### config.mk
export PLATFORM = sky130hd
export DESIGN_NAME = laser_cover_scorer_flat
export DESIGN_NICKNAME = d
export VERILOG_FILES = /design/src/rtl/laser_cover_scorer_pkg.sv /design/src/rtl/laser_cover_scorer_if.sv /design/src/rtl/laser_cover_scorer_dist_cmp.sv /design/src/rtl/laser_cover_scorer.sv /design/src/flat_wrapper.sv
export SDC_FILE = /design/constraint.sdc
export NUM_CORES = 1
export LEC_CHECK = 0
export BUFFER_PORTS_ARGS = -buffer_cell sky130_fd_sc_hd__buf_2
export CELL_PAD_IN_SITES_DETAIL_PLACEMENT = 1
export CELL_PAD_IN_SITES_GLOBAL_PLACEMENT = 1
export CORE_ASPECT_RATIO = 1.1
export CORE_MARGIN = 4
export CORE_UTILIZATION = 35
export DETAILED_ROUTE_END_ITERATION = 7
export PLACE_DENSITY = 0.61
export SYNTH_ARGS = -nofsm -noshare
export SYNTH_HDL_FRONTEND = slang
export SYNTH_SLANG_ARGS = --single-unit
### constraint.sdc
create_clock -name CLK -period 11.3 [get_ports CLK]
set_input_delay 2.26 -clock CLK [delete_from_list [all_inputs] [get_ports CLK]]
set_output_delay 2.26 -clock CLK [all_outputs]
set_load 0.01 [all_outputs]
### src/rtl/laser_cover_scorer_pkg.sv
// Shared constants, point type and controller states for the coverage scorer.
package laser_pkg;

  localparam int NPTS      = 40;                 // points per frame
  localparam int RADIUS_SQ = 16;                 // inclusive squared radius
  localparam int GRID_W    = 4;                  // coordinate width
  localparam int CNT_W     = $clog2(NPTS + 1);   // holds 0..NPTS
  localparam int IDX_W     = $clog2(NPTS);       // point index

  typedef struct packed {
    logic [GRID_W-1:0] x;
    logic [GRID_W-1:0] y;
  } point_t;

  typedef enum logic [2:0] {IDLE, LOAD, READY, SCAN, RESP} state_t;

endpackage

### src/rtl/laser_cover_scorer_if.sv
// Load / query / result signals between the optimiser and the scorer.
interface laser_cover_scorer_if;
  import laser_pkg::*;

  logic                   frame_start;
  logic                   load_vld;
  logic [GRID_W-1:0]      X;
  logic [GRID_W-1:0]      Y;
  logic                   load_done;
  logic                   q_start;
  logic [GRID_W-1:0]      q_cx;
  logic [GRID_W-1:0]      q_cy;
  logic                   q_excl_en;
  logic                   commit;
  logic                   q_busy;
  logic                   q_valid;
  logic [CNT_W-1:0]       q_count;
  logic [NPTS-1:0]        q_mask;

  // Optimiser side drives requests and points.
  modport master (
    output frame_start, load_vld, X, Y, q_start, q_cx, q_cy, q_excl_en, commit,
    input  load_done, q_busy, q_valid, q_count, q_mask
  );

  // Scorer side.
  modport slave (
    input  frame_start, load_vld, X, Y, q_start, q_cx, q_cy, q_excl_en, commit,
    output load_done, q_busy, q_valid, q_count, q_mask
  );

endinterface

### src/rtl/laser_cover_scorer_dist_cmp.sv
// One scan lane: is point (px,py) within the radius of centre (cx,cy)?
module laser_dist_cmp
  import laser_pkg::*;
(
  input  logic [GRID_W-1:0] px,
  input  logic [GRID_W-1:0] py,
  input  logic [GRID_W-1:0] cx,
  input  logic [GRID_W-1:0] cy,
  output logic              hit
);

  logic [GRID_W-1:0] dx;
  logic [GRID_W-1:0] dy;
  logic [8:0]        d2;

  // Absolute differences never wrap; squares are widened before multiplying
  // so 15*15 + 15*15 = 450 is represented exactly.
  always_comb begin
    dx  = (px >= cx) ? (px - cx) : (cx - px);
    dy  = (py >= cy) ? (py - cy) : (cy - py);
    d2  = 9'(dx) * 9'(dx) + 9'(dy) * 9'(dy);
    hit = (d2 <= 9'(RADIUS_SQ));
  end

endmodule

### src/rtl/laser_cover_scorer.sv
// Point store plus LANES-wide coverage scan for one candidate circle centre.
module laser_cover_scorer
  import laser_pkg::*;
#(
  parameter int LANES = 4
) (
  input  logic                 CLK,
  input  logic                 RST,
  laser_cover_scorer_if.slave  bus
);

  localparam int NSLICE  = NPTS / LANES;
  localparam int SLICE_W = (NSLICE > 1) ? $clog2(NSLICE) : 1;

  state_t                state_q, state_d;
  logic [CNT_W-1:0]      cnt_q, cnt_d;
  point_t                slot_q [NPTS];
  point_t                slot_d [NPTS];
  point_t                ctr_q, ctr_d;
  logic                  excl_en_q, excl_en_d;
  logic [NPTS-1:0]       excl_q, excl_d;
  logic [SLICE_W-1:0]    k_q, k_d;
  logic [CNT_W-1:0]      acc_q, acc_d;
  logic [NPTS-1:0]       mask_acc_q, mask_acc_d;
  logic [CNT_W-1:0]      q_count_q, q_count_d;
  logic [NPTS-1:0]       q_mask_q, q_mask_d;
  logic                  q_valid_q, q_valid_d;

  logic [IDX_W-1:0]      lane_idx [LANES];
  logic [LANES-1:0]      raw_hit;
  logic [LANES-1:0]      hit;

  // Lanes: point index for this slice, distance test, exclusion gating.
  for (genvar l = 0; l < LANES; l++) begin : g_lane
    point_t pt;
    assign lane_idx[l] = IDX_W'(k_q) * IDX_W'(LANES) + IDX_W'(l);
    assign pt          = slot_q[lane_idx[l]];

    laser_dist_cmp u_cmp (
      .px  (pt.x),
      .py  (pt.y),
      .cx  (ctr_q.x),
      .cy  (ctr_q.y),
      .hit (raw_hit[l])
    );

    assign hit[l] = raw_hit[l] & ~(excl_en_q & excl_q[lane_idx[l]]);
  end

  // Next-state, load, query and scan datapath.
  always_comb begin
    // NOTE: every variable gets a default here so no path leaves one
    // unassigned; otherwise a latch would be inferred.
    state_d    = state_q;
    cnt_d      = cnt_q;
    slot_d     = slot_q;
    ctr_d      = ctr_q;
    excl_en_d  = excl_en_q;
    excl_d     = excl_q;
    k_d        = k_q;
    acc_d      = acc_q;
    mask_acc_d = mask_acc_q;
    q_count_d  = q_count_q;
    q_mask_d   = q_mask_q;
    q_valid_d  = 1'b0;

    if (bus.frame_start) begin
      // Overrides everything else, from any state; an active scan is dropped.
      state_d    = LOAD;
      cnt_d      = '0;
      excl_d     = '0;
      k_d        = '0;
      acc_d      = '0;
      mask_acc_d = '0;
    end else begin
      case (state_q)
        LOAD: begin
          if (bus.load_vld) begin
            slot_d[cnt_q] = '{x: bus.X, y: bus.Y};
            cnt_d         = cnt_q + 1'b1;
            if (cnt_q == CNT_W'(NPTS - 1)) state_d = READY;
          end
        end
        READY: begin
          // commit lands at the same edge as q_start, so the scan that
          // follows already reads the new exclusion mask.
          if (bus.commit) excl_d = q_mask_q;
          if (bus.q_start) begin
            ctr_d      = '{x: bus.q_cx, y: bus.q_cy};
            excl_en_d  = bus.q_excl_en;
            k_d        = '0;
            acc_d      = '0;
            mask_acc_d = '0;
            state_d    = SCAN;
          end
        end
        SCAN: begin
          for (int l = 0; l < LANES; l++) begin
            acc_d = acc_d + CNT_W'(hit[l]);
            if (hit[l]) mask_acc_d[lane_idx[l]] = 1'b1;
          end
          if (k_q == SLICE_W'(NSLICE - 1)) state_d = RESP;
          else                             k_d     = k_q + 1'b1;
        end
        RESP: begin
          q_count_d = acc_q;
          q_mask_d  = mask_acc_q;
          q_valid_d = 1'b1;
          state_d   = READY;
        end
        default: ;
      endcase
    end
  end

  // Control and result registers, cleared by the asynchronous reset.
  always_ff @(posedge CLK or posedge RST) begin
    // NOTE: sequential state uses non-blocking assignments so every flop
    // samples the values from before this edge.
    if (RST) begin
      state_q    <= IDLE;
      cnt_q      <= '0;
      ctr_q      <= '0;
      excl_en_q  <= 1'b0;
      excl_q     <= '0;
      k_q        <= '0;
      acc_q      <= '0;
      mask_acc_q <= '0;
      q_count_q  <= '0;
      q_mask_q   <= '0;
      q_valid_q  <= 1'b0;
    end else begin
      state_q    <= state_d;
      cnt_q      <= cnt_d;
      ctr_q      <= ctr_d;
      excl_en_q  <= excl_en_d;
      excl_q     <= excl_d;
      k_q        <= k_d;
      acc_q      <= acc_d;
      mask_acc_q <= mask_acc_d;
      q_count_q  <= q_count_d;
      q_mask_q   <= q_mask_d;
      q_valid_q  <= q_valid_d;
    end
  end

  // Point store.
  always_ff @(posedge CLK) begin
    // NOTE: the store has no reset; cnt_q returning to 0 makes its contents
    // unreachable until a full frame has been rewritten.
    slot_q <= slot_d;
  end

  assign bus.load_done = (cnt_q == CNT_W'(NPTS));
  assign bus.q_busy    = (state_q == SCAN) || (state_q == RESP);
  assign bus.q_valid   = q_valid_q;
  assign bus.q_count   = q_count_q;
  assign bus.q_mask    = q_mask_q;

endmodule

### src/flat_wrapper.sv
// flat-port wrapper written by rule: the top's interface ports become plain ports
module laser_cover_scorer_flat import laser_pkg::*;
#(
  parameter int LANES = 4
)
  (CLK, RST, bus_frame_start, bus_load_vld, bus_X, bus_Y, bus_q_start, bus_q_cx, bus_q_cy, bus_q_excl_en, bus_commit, bus_load_done, bus_q_busy, bus_q_valid, bus_q_count, bus_q_mask);
  laser_cover_scorer_if bus_i ();
  input  logic CLK;
  input  logic RST;
  input wire logic [$bits(bus_i.frame_start)-1:0] bus_frame_start;
  input wire logic [$bits(bus_i.load_vld)-1:0] bus_load_vld;
  input wire logic [$bits(bus_i.X)-1:0] bus_X;
  input wire logic [$bits(bus_i.Y)-1:0] bus_Y;
  input wire logic [$bits(bus_i.q_start)-1:0] bus_q_start;
  input wire logic [$bits(bus_i.q_cx)-1:0] bus_q_cx;
  input wire logic [$bits(bus_i.q_cy)-1:0] bus_q_cy;
  input wire logic [$bits(bus_i.q_excl_en)-1:0] bus_q_excl_en;
  input wire logic [$bits(bus_i.commit)-1:0] bus_commit;
  output wire logic [$bits(bus_i.load_done)-1:0] bus_load_done;
  output wire logic [$bits(bus_i.q_busy)-1:0] bus_q_busy;
  output wire logic [$bits(bus_i.q_valid)-1:0] bus_q_valid;
  output wire logic [$bits(bus_i.q_count)-1:0] bus_q_count;
  output wire logic [$bits(bus_i.q_mask)-1:0] bus_q_mask;
  assign bus_i.frame_start = bus_frame_start;
  assign bus_i.load_vld = bus_load_vld;
  assign bus_i.X = bus_X;
  assign bus_i.Y = bus_Y;
  assign bus_i.q_start = bus_q_start;
  assign bus_i.q_cx = bus_q_cx;
  assign bus_i.q_cy = bus_q_cy;
  assign bus_i.q_excl_en = bus_q_excl_en;
  assign bus_i.commit = bus_commit;
  assign bus_load_done = bus_i.load_done;
  assign bus_q_busy = bus_i.q_busy;
  assign bus_q_valid = bus_i.q_valid;
  assign bus_q_count = bus_i.q_count;
  assign bus_q_mask = bus_i.q_mask;
  laser_cover_scorer #(.LANES(LANES)) u_core (.CLK(CLK), .RST(RST), .bus(bus_i));
endmodule
==> out/results.tsv, run 1 <==
stage	metric	value	unit
routing	drtAntennaViolNets	0	
yosys	syn_area	0.02436	mm^2
clock_tree	clkSinkCount	475	
yosys	synth_async_sr_flop_share	32.63	%
clock_tree	cts_setup_buffers	0	
yosys	yosysMostFrequentCell	edfxtp_1	
setup_path	r2r_cells	31	
sta	setup-violations-final	0	
yosys	synth-seq-cells	475	
grt	grt_pass1_vias	16080	
layout	drive_above_1_share	19.67	%
run_status	status	completed	
clock_tree	cts-root-buf	clkbuf_16	
die	dieArea	0.07389	mm^2
sta	skew	0.01941	ns
yosys	syn_avg_cell_area	13.54	um^2
die	die_x	259.5	um
setup_path	critPathArrivalTime	10.49	ns
clock_tree	cts_hold_buf	0	
sta	worst_pin_slew	1.199	ns
yosys	synthTopCellsByCount	edfxtp_1, dfrtp_1, ha_1	
grt	grt_max_degree	84	
run	maxCapViolCount	0	
yosys	yosysWarnings	0	
sta	hold_viol	0	
grt	grt-ovfl-total	0	
setup_path	cp_slowest_cell	dfrtp_4	
die	io_pins	72	
routing	wl_per_cell	21.67	um
clock_tree	cts_htree_levels	2	
setup_path	timing.rr.start	u_core.k_q[0]	
sta	maxSlewHeadroom	19.86	%
setup_path	ff2ff_setup_slack	1.29	ns
clock_tree	post_cts_resized	0	
yosys	netlist.area_leader.share	39.45	%
place	dp_hpwl	42640	um
place	gp_congestion	0.7698	
yosys	synth_edf_count	320	
grt	grt_pass1_wl	96020	um
die	core	0.06900	mm^2
layout	syn_to_final_growth	13.59	%
clock_tree	cts_max_path_buffers	3	
yosys	synth_cell_types	70	
setup_path	critPathKind	reg2reg	
layout	nets	2096	
layout	num_antenna_cells	0	
yosys	synth_nets	2016	
grt	antenna_found_initial	0	
clock_tree	numCtsBuffers	52	
sta	max_freq	99.89	MHz
min_path	holdPathStages	2	
yosys	synth_flop_cell	edfxtp_1	
setup_path	r2r_end	u_core.acc_q[4]	
routing	drtPass1Iterations	5	
yosys	syn_inst	1799	
die	initial_core_util	35.31	%
yosys	synth_largest_area_cell	edfxtp_1	
sta	min_period	10.01	ns
sta	grt_setup_unrepaired	no	
setup_path	cp_common_cell	fa_1	
setup_path	crit_start	u_core.k_q[0]	
routing	wirelength	61730	um
setup_path	start_kind	flip-flop	
grt	globalRouteTotalUtil	16.67	%
setup_path	end_kind	flip-flop	
routing	drtIter0Drc	830	
min_path	hold_class	reg2reg	
clock_tree	cts_tree	done	
setup_path	cp-endpoint	u_core.acc_q[4]	
sta	post-route-period-util	88.59	%
die	die_h	284.7	um
setup_path	cpPeakStageDelay	0.79	ns
routing	vias	14880	
clock_tree	clk_pin_slew	0.06	ns
clock_tree	worstSkewPairLatency	0.62	ns
die	num_rows	101	
routing	viasPerCell	5.223	
yosys	ys_seq_area_share	55.37	%
sta	hold_ws	0.4787	ns
yosys	synth_area_leaders	edfxtp_1, dfrtp_1, ha_1	
routing	drc	0	
setup_path	crit_path_max_fanout	30	
place	portBuffers	71	
setup_path	cp.required	11.78	ns
sta	totalNegativeSetupSlack	0	ns
sta	drv_slew	0	
-- through the flow --
step | std cells | worst slack [ns] | utilization [%] | cell area (um^2)
floorplan | 1799 | 1.696 | - | 24360
global placement | 2752 | 1.490 | 37.46 | 25840
detailed placement | 2752 | 1.239 | 37.46 | 25840
CTS | 2849 | 1.193 | 40.10 | 27670
global route | 2849 | 0.5770 | 40.10 | 27670
finish | 2849 | 1.289 | 40.10 | 27670
-- sequential cells by signal (all words and copies together), names as in the netlist --
| register | cells |
|---|---|
| u_core.acc_q | 6 |
| u_core.bus.q_count | 6 |
| u_core.bus.q_mask | 40 |
| u_core.bus.q_valid | 1 |
| u_core.cnt_q | 6 |
| u_core.ctr_q | 8 |
| u_core.excl_en_q | 1 |
| u_core.excl_q | 40 |
| u_core.k_q | 4 |
| u_core.mask_acc_q | 40 |
| u_core.slot_q | 320 |
| u_core.state_q | 3 |
-- critical path, delay by kind of cell, from the launching register on --
family,cells,cell delay (ns)
buf+inv,5,0.65
flops,1,0.79
xor+xnor,1,0.16
fa+ha+maj,11,4.74
mux,1,0.53
compound gates,9,2.42
simple gates,4,0.54
-- logic make-up (layout without fill, tap and decap cells) --
kind of cell             Yosys count  in the layout  share of synthesized area [%]
flip-flops                       475            475                          55.37
AND/OR/NAND/NOR                  361            361                          7.386
AO/OA/AOI/OAI                    341            341                          9.841
buffers and inverters            203            326                          3.323
multiplexers                     202            202                          11.35
adder cells (fa/ha/maj)          194            194                          11.91
XOR/XNOR                          23             23                         0.8269
-- worst min path at each step --
stage                             to  slack [ns]                   from
6_report       u_core.mask_acc_q[39]        0.48  u_core.mask_acc_q[39]
5_1_grt        u_core.mask_acc_q[39]        0.49  u_core.mask_acc_q[39]
4_1_cts        u_core.mask_acc_q[39]        0.48  u_core.mask_acc_q[39]
3_5_place_dp   u_core.mask_acc_q[39]        0.47  u_core.mask_acc_q[39]
3_3_place_gp   u_core.mask_acc_q[39]        0.46  u_core.mask_acc_q[39]
2_1_floorplan  u_core.mask_acc_q[28]        0.44  u_core.mask_acc_q[28]
-- per-layer routing --
metal	track usage (%)	up-vias	routed length, um
met2	27.80	189	30000
met5	0	-	0
met3	2.406	72	1882
met1	23.19	7787	28650
li1	-	6833	-
met4	3.778	0	1191
-- placed cells by master (no fill, tap or decap), drive strengths merged, types with 7 or more instances in the layout --
master	n
a211oi	7
a21o	19
a21oi	55
a22o	42
a22oi	33
a32o	10
and2	13
buf	103
clkbuf	67
clkinv	21
dfrtp	155
edfxtp	320
fa	63
ha	131
inv	127
mux2	115
mux2i	40
mux4	47
nand2	76
nand2b	20
nand3	28
nand3b	10
nand4	9
nor2	121
nor2b	34
nor3	9
nor3b	7
o21ai	81
o21bai	14
o22a	27
xor2	19
-- layout make-up --
class                           instances  area (um^2)
Clock buffer                           67         1471
Clock inverter                         30        355.3
Fill cell                            7219        41330
Inverter                              126        478.0
Multi-Input combinational cell       1121        10100
Sequential cell                       475        13500
Tap cell                              927         1160
Timing Repair Buffer                  103        608.1
Power of run 1 is not shown: default switching activity piles up to over one toggle a cycle in this logic, so the estimate is an artifact.
==> run 2: changes to the inputs <==
--- a/config.mk
+++ b/config.mk
@@ -6,13 +6,11 @@
 export NUM_CORES = 1
 export LEC_CHECK = 0
 export BUFFER_PORTS_ARGS = -buffer_cell sky130_fd_sc_hd__buf_2
-export CELL_PAD_IN_SITES_DETAIL_PLACEMENT = 1
-export CELL_PAD_IN_SITES_GLOBAL_PLACEMENT = 1
 export CORE_ASPECT_RATIO = 1.1
 export CORE_MARGIN = 4
 export CORE_UTILIZATION = 35
 export DETAILED_ROUTE_END_ITERATION = 7
-export PLACE_DENSITY = 0.61
+export PLACE_DENSITY = 0.54
 export SYNTH_ARGS = -nofsm -noshare
 export SYNTH_HDL_FRONTEND = slang
 export SYNTH_SLANG_ARGS = --single-unit
==> run 2 against run 1 <==
Cell area decreased by 0.90%. Critical endpoint unchanged. Critical path type unchanged. Maximum frequency increased by 0.21%. Clock-buffer cell count decreased by 12.
==> out/results.tsv, run 2 (synthesis gave the netlist of run 1 again) <==
stage	metric	value	unit
layout	regMostFlops	u_core.slot_q	
setup_path	critPathKind	reg2reg	
clock_tree	cts_hold_buf	0	
clock_tree	cts_setup_buffers	0	
sta	min_period	9.989	ns
setup_path	worst-path-stages	31	
place	dpl.cell_count	2749	
setup_path	cpPeakStageDelay	0.74	ns
routing	drtIter0Drc	1017	
grt	gr-usage-met3	2.584	%
grt	globalRouteTotalUtil	15.99	%
sta	totalNegativeSetupSlack	0	ns
layout	stdcell_count	2831	
sta	hold_viol	0	
clock_tree	clkSinkCount	475	
setup_path	timing.rr.start	u_core.k_q[0]	
routing	drtAntennaViolNets	0	
setup_path	ff2ff_setup_slack	1.31	ns
die	io_pins	72	
layout	nets	2089	
layout	largest_register_ffs	320	
sta	max_freq	100.1	MHz
grt	antenna_found_initial	1	
setup_path	cp-endpoint	u_core.acc_q[4]	
sta	drv_slew	0	
grt	grt_use_met1	22.52	%
setup_path	end_kind	flip-flop	
grt	grt-ovfl-total	0	
die	dieArea	0.07389	mm^2
die	die_x	259.5	um
layout	most-common-layout-cells	edfxtp_1, dfrtp_1, ha_1, inv_1, nor2_1	
setup_path	r2r_cells	31	
sta	post-route-period-util	88.40	%
setup_path	cp_slowest_cell	dfrtp_4	
die	core	0.06900	mm^2
layout	n_fill_cell	6437	
setup_path	path_delay_family	adder cells	
setup_path	r2r_end	u_core.acc_q[4]	
sta	setup-violations-final	0	
setup_path	crit_start	u_core.k_q[0]	
clock_tree	cts_max_path_buffers	3	
min_path	worstHoldStart	u_core.mask_acc_q[34]	
min_path	holdPathStages	2	
place	portBuffers	71	
run_status	status	completed	
setup_path	crit_buf_inv	4	
grt	top_usage_layer	met2	
layout	layout_commonest_cell	edfxtp_1	
clock_tree	cts-root-buf	clkbuf_16	
routing	wl_per_cell	20.98	um
clock_tree	clk_pin_slew	0.06	ns
die	num_rows	101	
setup_path	critPathArrivalTime	10.46	ns
grt	grt_pass1_wl	92060	um
grt	grt_max_degree	85	
routing	drc	0	
clock_tree	cts_tree	done	
sta	grt_setup_unrepaired	no	
place	gp_congestion	0.7800	
clock_tree	cts_htree_levels	2	
routing	viasPerCell	5.275	
clock_tree	post_cts_resized	0	
run	maxCapViolCount	0	
die	die_h	284.7	um
place	dp_hpwl	40680	um
setup_path	cp_common_cell	fa_1	
routing	vias	14930	
setup_path	crit_path_max_fanout	26	
die	initial_core_util	35.31	%
clock_tree	numCtsBuffers	48	
sta	maxSlewHeadroom	20.09	%
grt	grt_pass1_vias	15190	
setup_path	start_kind	flip-flop	
layout	drive_above_1_share	18.92	%
min_path	hold_class	reg2reg	
setup_path	cp.required	11.77	ns
routing	drtPass1Iterations	5	
layout	syn_to_final_growth	12.56	%
sta	skew	0.02628	ns
routing	wirelength	59400	um
sta	worst_pin_slew	1.196	ns
grt	grt_use_met2	25.50	%
clock_tree	worstSkewPairLatency	0.60	ns
-- run 2: per-stage QoR --
step,setup WS (ns),util (%),hold WS [ns],area (um^2)
final,1.311,39.74,0.4750,27420
after global routing,0.7273,39.74,0.5013,27420
after CTS,1.286,39.74,0.4783,27420
after detailed placement,1.312,37.44,0.4648,25830
after global placement,1.485,37.44,0.4556,25830
after floorplan,1.696,-,0.4429,24360
-- run 2: metal layers --
| layer | routed length, um | vias up |
|---|---|---|
| li1 | - | 6825 |
| met1 | 26920 | 7630 |
| met2 | 27720 | 376 |
| met3 | 2840 | 103 |
| met4 | 1913 | 0 |
| met5 | 0 | - |
-- run 2: worst reg2reg max path, delay by kind of cell, from the launching register on --
| family | cells | cell delay, ns |
|---|---|---|
| AO/OA/AOI/OAI | 8 | 1.95 |
| AND/OR/NAND/NOR | 5 | 1.42 |
| multiplexers | 2 | 0.71 |
| XOR/XNOR | 1 | 0.15 |
| flip-flops | 1 | 0.74 |
| adder cells (fa/ha/maj) | 11 | 4.66 |
| buffers and inverters | 4 | 0.25 |
-- run 2: cell type report --
type	instances	area [um^2]	area share, %
Timing Repair Buffer	100	585.6	2.135
Clock buffer	55	1237	4.513
Multi-Input combinational cell	1121	10120	36.89
Tap cell	927	1160	4.230
Clock inverter	26	346.6	1.264
Inverter	126	478.0	1.743
Sequential cell	475	13500	49.22
Antenna cell	1	2.502	0.009126
-- run 2: worst min path at each step --
stage / to / slack (ns)
2_1_floorplan: u_core.mask_acc_q[28] / 0.44
3_3_place_gp: u_core.mask_acc_q[31] / 0.46
3_5_place_dp: u_core.mask_acc_q[1] / 0.46
4_1_cts: u_core.mask_acc_q[19] / 0.48
5_1_grt: u_core.mask_acc_q[20] / 0.50
6_report: u_core.mask_acc_q[34] / 0.47
Power of run 2 is left out for the same reason.
==> run 3: changes to the inputs <==
--- a/config.mk
+++ b/config.mk
@@ -13,4 +13,5 @@
 export PLACE_DENSITY = 0.54
 export SYNTH_ARGS = -nofsm -noshare
 export SYNTH_HDL_FRONTEND = slang
+export SYNTH_HIERARCHICAL = 1
 export SYNTH_SLANG_ARGS = --single-unit
==> run 3 against run 2 <==
Worst hold slack gained 0.012 ns. Highest routed layer unchanged. Synthesized cell count up 3.1%. Setup slack improved by 0.12 ns. Die area increased by 0.17%.
==> out/results.tsv, run 3 <==
stage	metric	value	unit
sta	setup-violations-final	0	
layout	layout_commonest_cell	edfxtp_1	
yosys	synth-seq-cells	475	
min_path	holdPathEnd	u_core/mask_acc_q[33]	
place	dp_hpwl	39890	um
clock_tree	worstSkewPairLatency	0.61	ns
routing	viasPerCell	5.128	
clock_tree	cts-root-buf	clkbuf_16	
sta	grt_setup_unrepaired	no	
setup_path	r2r_end	u_core/acc_q[2]	
die	initial_core_util	35.30	%
yosys	syn_area	0.02440	mm^2
setup_path	worst-path-stages	30	
layout	most-common-layout-cells	edfxtp_1, inv_1, nor2_1, dfrtp_1, ha_1	
sta	min_period	9.867	ns
yosys	synth_largest_area_cell	edfxtp_1	
sta	hold_ws	0.4872	ns
yosys	syn_avg_cell_area	13.16	um^2
clock_tree	cts_setup_buffers	0	
grt	grt_pass1_vias	15160	
setup_path	r2r_cells	30	
power_and_ir_drop	p_per_area	149.4	mW/mm^2
yosys	synth_flop_cell	edfxtp_1	
grt	globalRouteTotalUtil	15.82	%
clock_tree	cts_tree	done	
setup_path	cp_slowest_cell	dfrtp_4	
min_path	hold_class	reg2reg	
place	portBuffers	71	
layout	nets	2142	
die	dieArea	0.07401	mm^2
clock_tree	numCtsBuffers	47	
sta	worst_pin_slew	1.295	ns
sta	post-route-period-util	87.32	%
sta	totalNegativeSetupSlack	0	ns
run_status	status	completed	
layout	regMostFlops	u_core/slot_q	
die	core	0.06913	mm^2
routing	drtAntennaViolNets	0	
setup_path	path_delay_family	adder cells	
layout	regArea	0.01350	mm^2
clock_tree	cts_hold_buf	0	
yosys	synth_area_leaders	edfxtp_1, dfrtp_1, ha_1	
die	io_pins	72	
routing	drtIter0Drc	1154	
clock_tree	cts_htree_levels	2	
routing	drtPass1Iterations	5	
setup_path	cpPeakStageDelay	0.69	ns
routing	drc	0	
setup_path	end_kind	flip-flop	
layout	drive_above_1_share	17.13	%
setup_path	start_kind	flip-flop	
routing	wirelength	58570	um
min_path	worstHoldStart	u_core/mask_acc_q[33]	
setup_path	ff2ff_setup_slack	1.43	ns
grt	grt-ovfl-total	0	
layout	multi_input_area	0.009967	mm^2
routing	vias	14820	
layout	syn_to_final_growth	12.51	%
layout	largest_register_ffs	320	
routing	wl_per_cell	20.26	um
sta	fin_ws	1.433	ns
sta	max_freq	101.3	MHz
grt	antenna_found_initial	1	
grt	grt_pass1_wl	91500	um
setup_path	timing.rr.start	u_core/k_q[1]	
clock_tree	clkSinkCount	475	
setup_path	cp_common_cell	fa_1	
power_and_ir_drop	max-vdd-ir-drop	0.1136	mV
yosys	yosysWarnings	6	
clock_tree	clk_pin_slew	0.06	ns
yosys	ys_seq_area_share	55.27	%
setup_path	crit_path_max_fanout	32	
yosys	syn_inst	1854	
yosys	synth_cell_types	79	
die	die_h	284.9	um
clock_tree	cts_max_path_buffers	3	
yosys	yosysMostFrequentCell	edfxtp_1	
min_path	holdPathStages	2	
setup_path	critPathKind	reg2reg	
die	die_x	259.8	um
grt	grt_max_degree	80	
setup_path	critPathArrivalTime	10.39	ns
setup_path	crit_buf_inv	4	
layout	n_fill_cell	6429	
power_and_ir_drop	leakagePower	10.63	nW
sta	hold_viol	0	
sta	drv_slew	0	
place	pre_cts_slack	1.417	ns
yosys	synth_nets	2071	
place	gp_congestion	0.8009	
run	maxCapViolCount	0	
clock_tree	post_cts_resized	0	
yosys	synth_edf_count	320	
sta	skew	0.03478	ns
die	num_rows	101	
yosys	synth_async_sr_flop_share	32.63	%
yosys	synthTopCellsByCount	edfxtp_1, inv_1, nor2_1	
setup_path	cp.required	11.82	ns
sta	maxSlewHeadroom	13.28	%
yosys	netlist.area_leader.share	39.38	%
==> run 3: cell count changes in the layout (fill, tap and decap cells not counted), moves of 13 or more <==
| cell | before | now |
|---|---|---|
| o22a_1 | 27 | 2 |
| a22oi_1 | 33 | 0 |
| o21a_1 | 3 | 20 |
| a21oi_1 | 53 | 111 |
| mux2_2 | 115 | 65 |
| mux2i_1 | 40 | 65 |
| nand2_1 | 76 | 90 |
| nor2b_1 | 34 | 21 |
| nor2_1 | 120 | 160 |
| mux4_2 | 44 | 64 |
| inv_1 | 124 | 168 |
==> run 3: metal layers <==
| layer | GRT usage [%] | share of wire (%) |
|---|---|---|
| met1 | 21.96 | 45 |
| met3 | 2.300 | 4.4 |
| met2 | 26.62 | 49 |
| met5 | 0 | 0 |
| met4 | 3.225 | 1.6 |
==> run 3: worst max path at each step <==
| stage | from | to | slack [ns] |
|---|---|---|---|
| 2_1_floorplan | u_core/k_q[0] | u_core/acc_q[2] | 2.43 |
| 3_5_place_dp | u_core/k_q[1] | u_core/acc_q[2] | 1.42 |
| 5_1_grt | u_core/k_q[1] | u_core/acc_q[2] | 0.79 |
| 4_1_cts | u_core/k_q[1] | u_core/acc_q[2] | 1.41 |
| 3_3_place_gp | u_core/k_q[3] | u_core/acc_q[4] | 1.59 |
| 6_report | u_core/k_q[1] | u_core/acc_q[2] | 1.43 |
==> run 3: through the flow <==
stage	cell area, um^2	util, %	cells	total power [mW]
final	27460	39.72	2891	4.103
after global routing	27450	39.71	2889	4.311
after CTS	27450	39.71	2889	4.156
after detailed placement	25810	37.33	2803	2.497
after global placement	25810	37.33	2803	2.485
after floorplan	24400	-	1854	2.318
==> run 3: layout make-up <==
class / count / area share, %
inverters: 170 / 2.342
repair buffers: 94 / 1.969
multi-input cells: 1137 / 36.30
well taps: 927 / 4.225
diodes: 2 / 0.01823
flip-flops and latches: 475 / 49.15
clock buffers: 57 / 4.603
clock inverters: 29 / 1.385
==> run 3: power by group <==
group | switching (mW) | internal [mW] | leakage (nW)
Clock | 0.695 | 0.950 | 0.805
Sequential | 0.00713 | 1.87 | 5.03
Combinational | 0.357 | 0.224 | 4.79
==> run 3: cells by family after synthesis <==
kind of cell | Yosys count | share of synthesized area, %
XOR/XNOR | 24 | 0.8614
multiplexers | 197 | 11.73
AO/OA/AOI/OAI | 341 | 8.778
flip-flops | 475 | 55.27
buffers and inverters | 242 | 3.999
adder cells (fa/ha/maj) | 194 | 11.89
AND/OR/NAND/NOR | 381 | 7.476
==> run 3: tightest hold or removal path, cell delays in order, from the launching register on <==
cell and delay (ns):
dfrtp_1 0.34, nand2_1 0.06, o21ai_2 0.05
No activity file was read; power rests on OpenSTA's default activity.
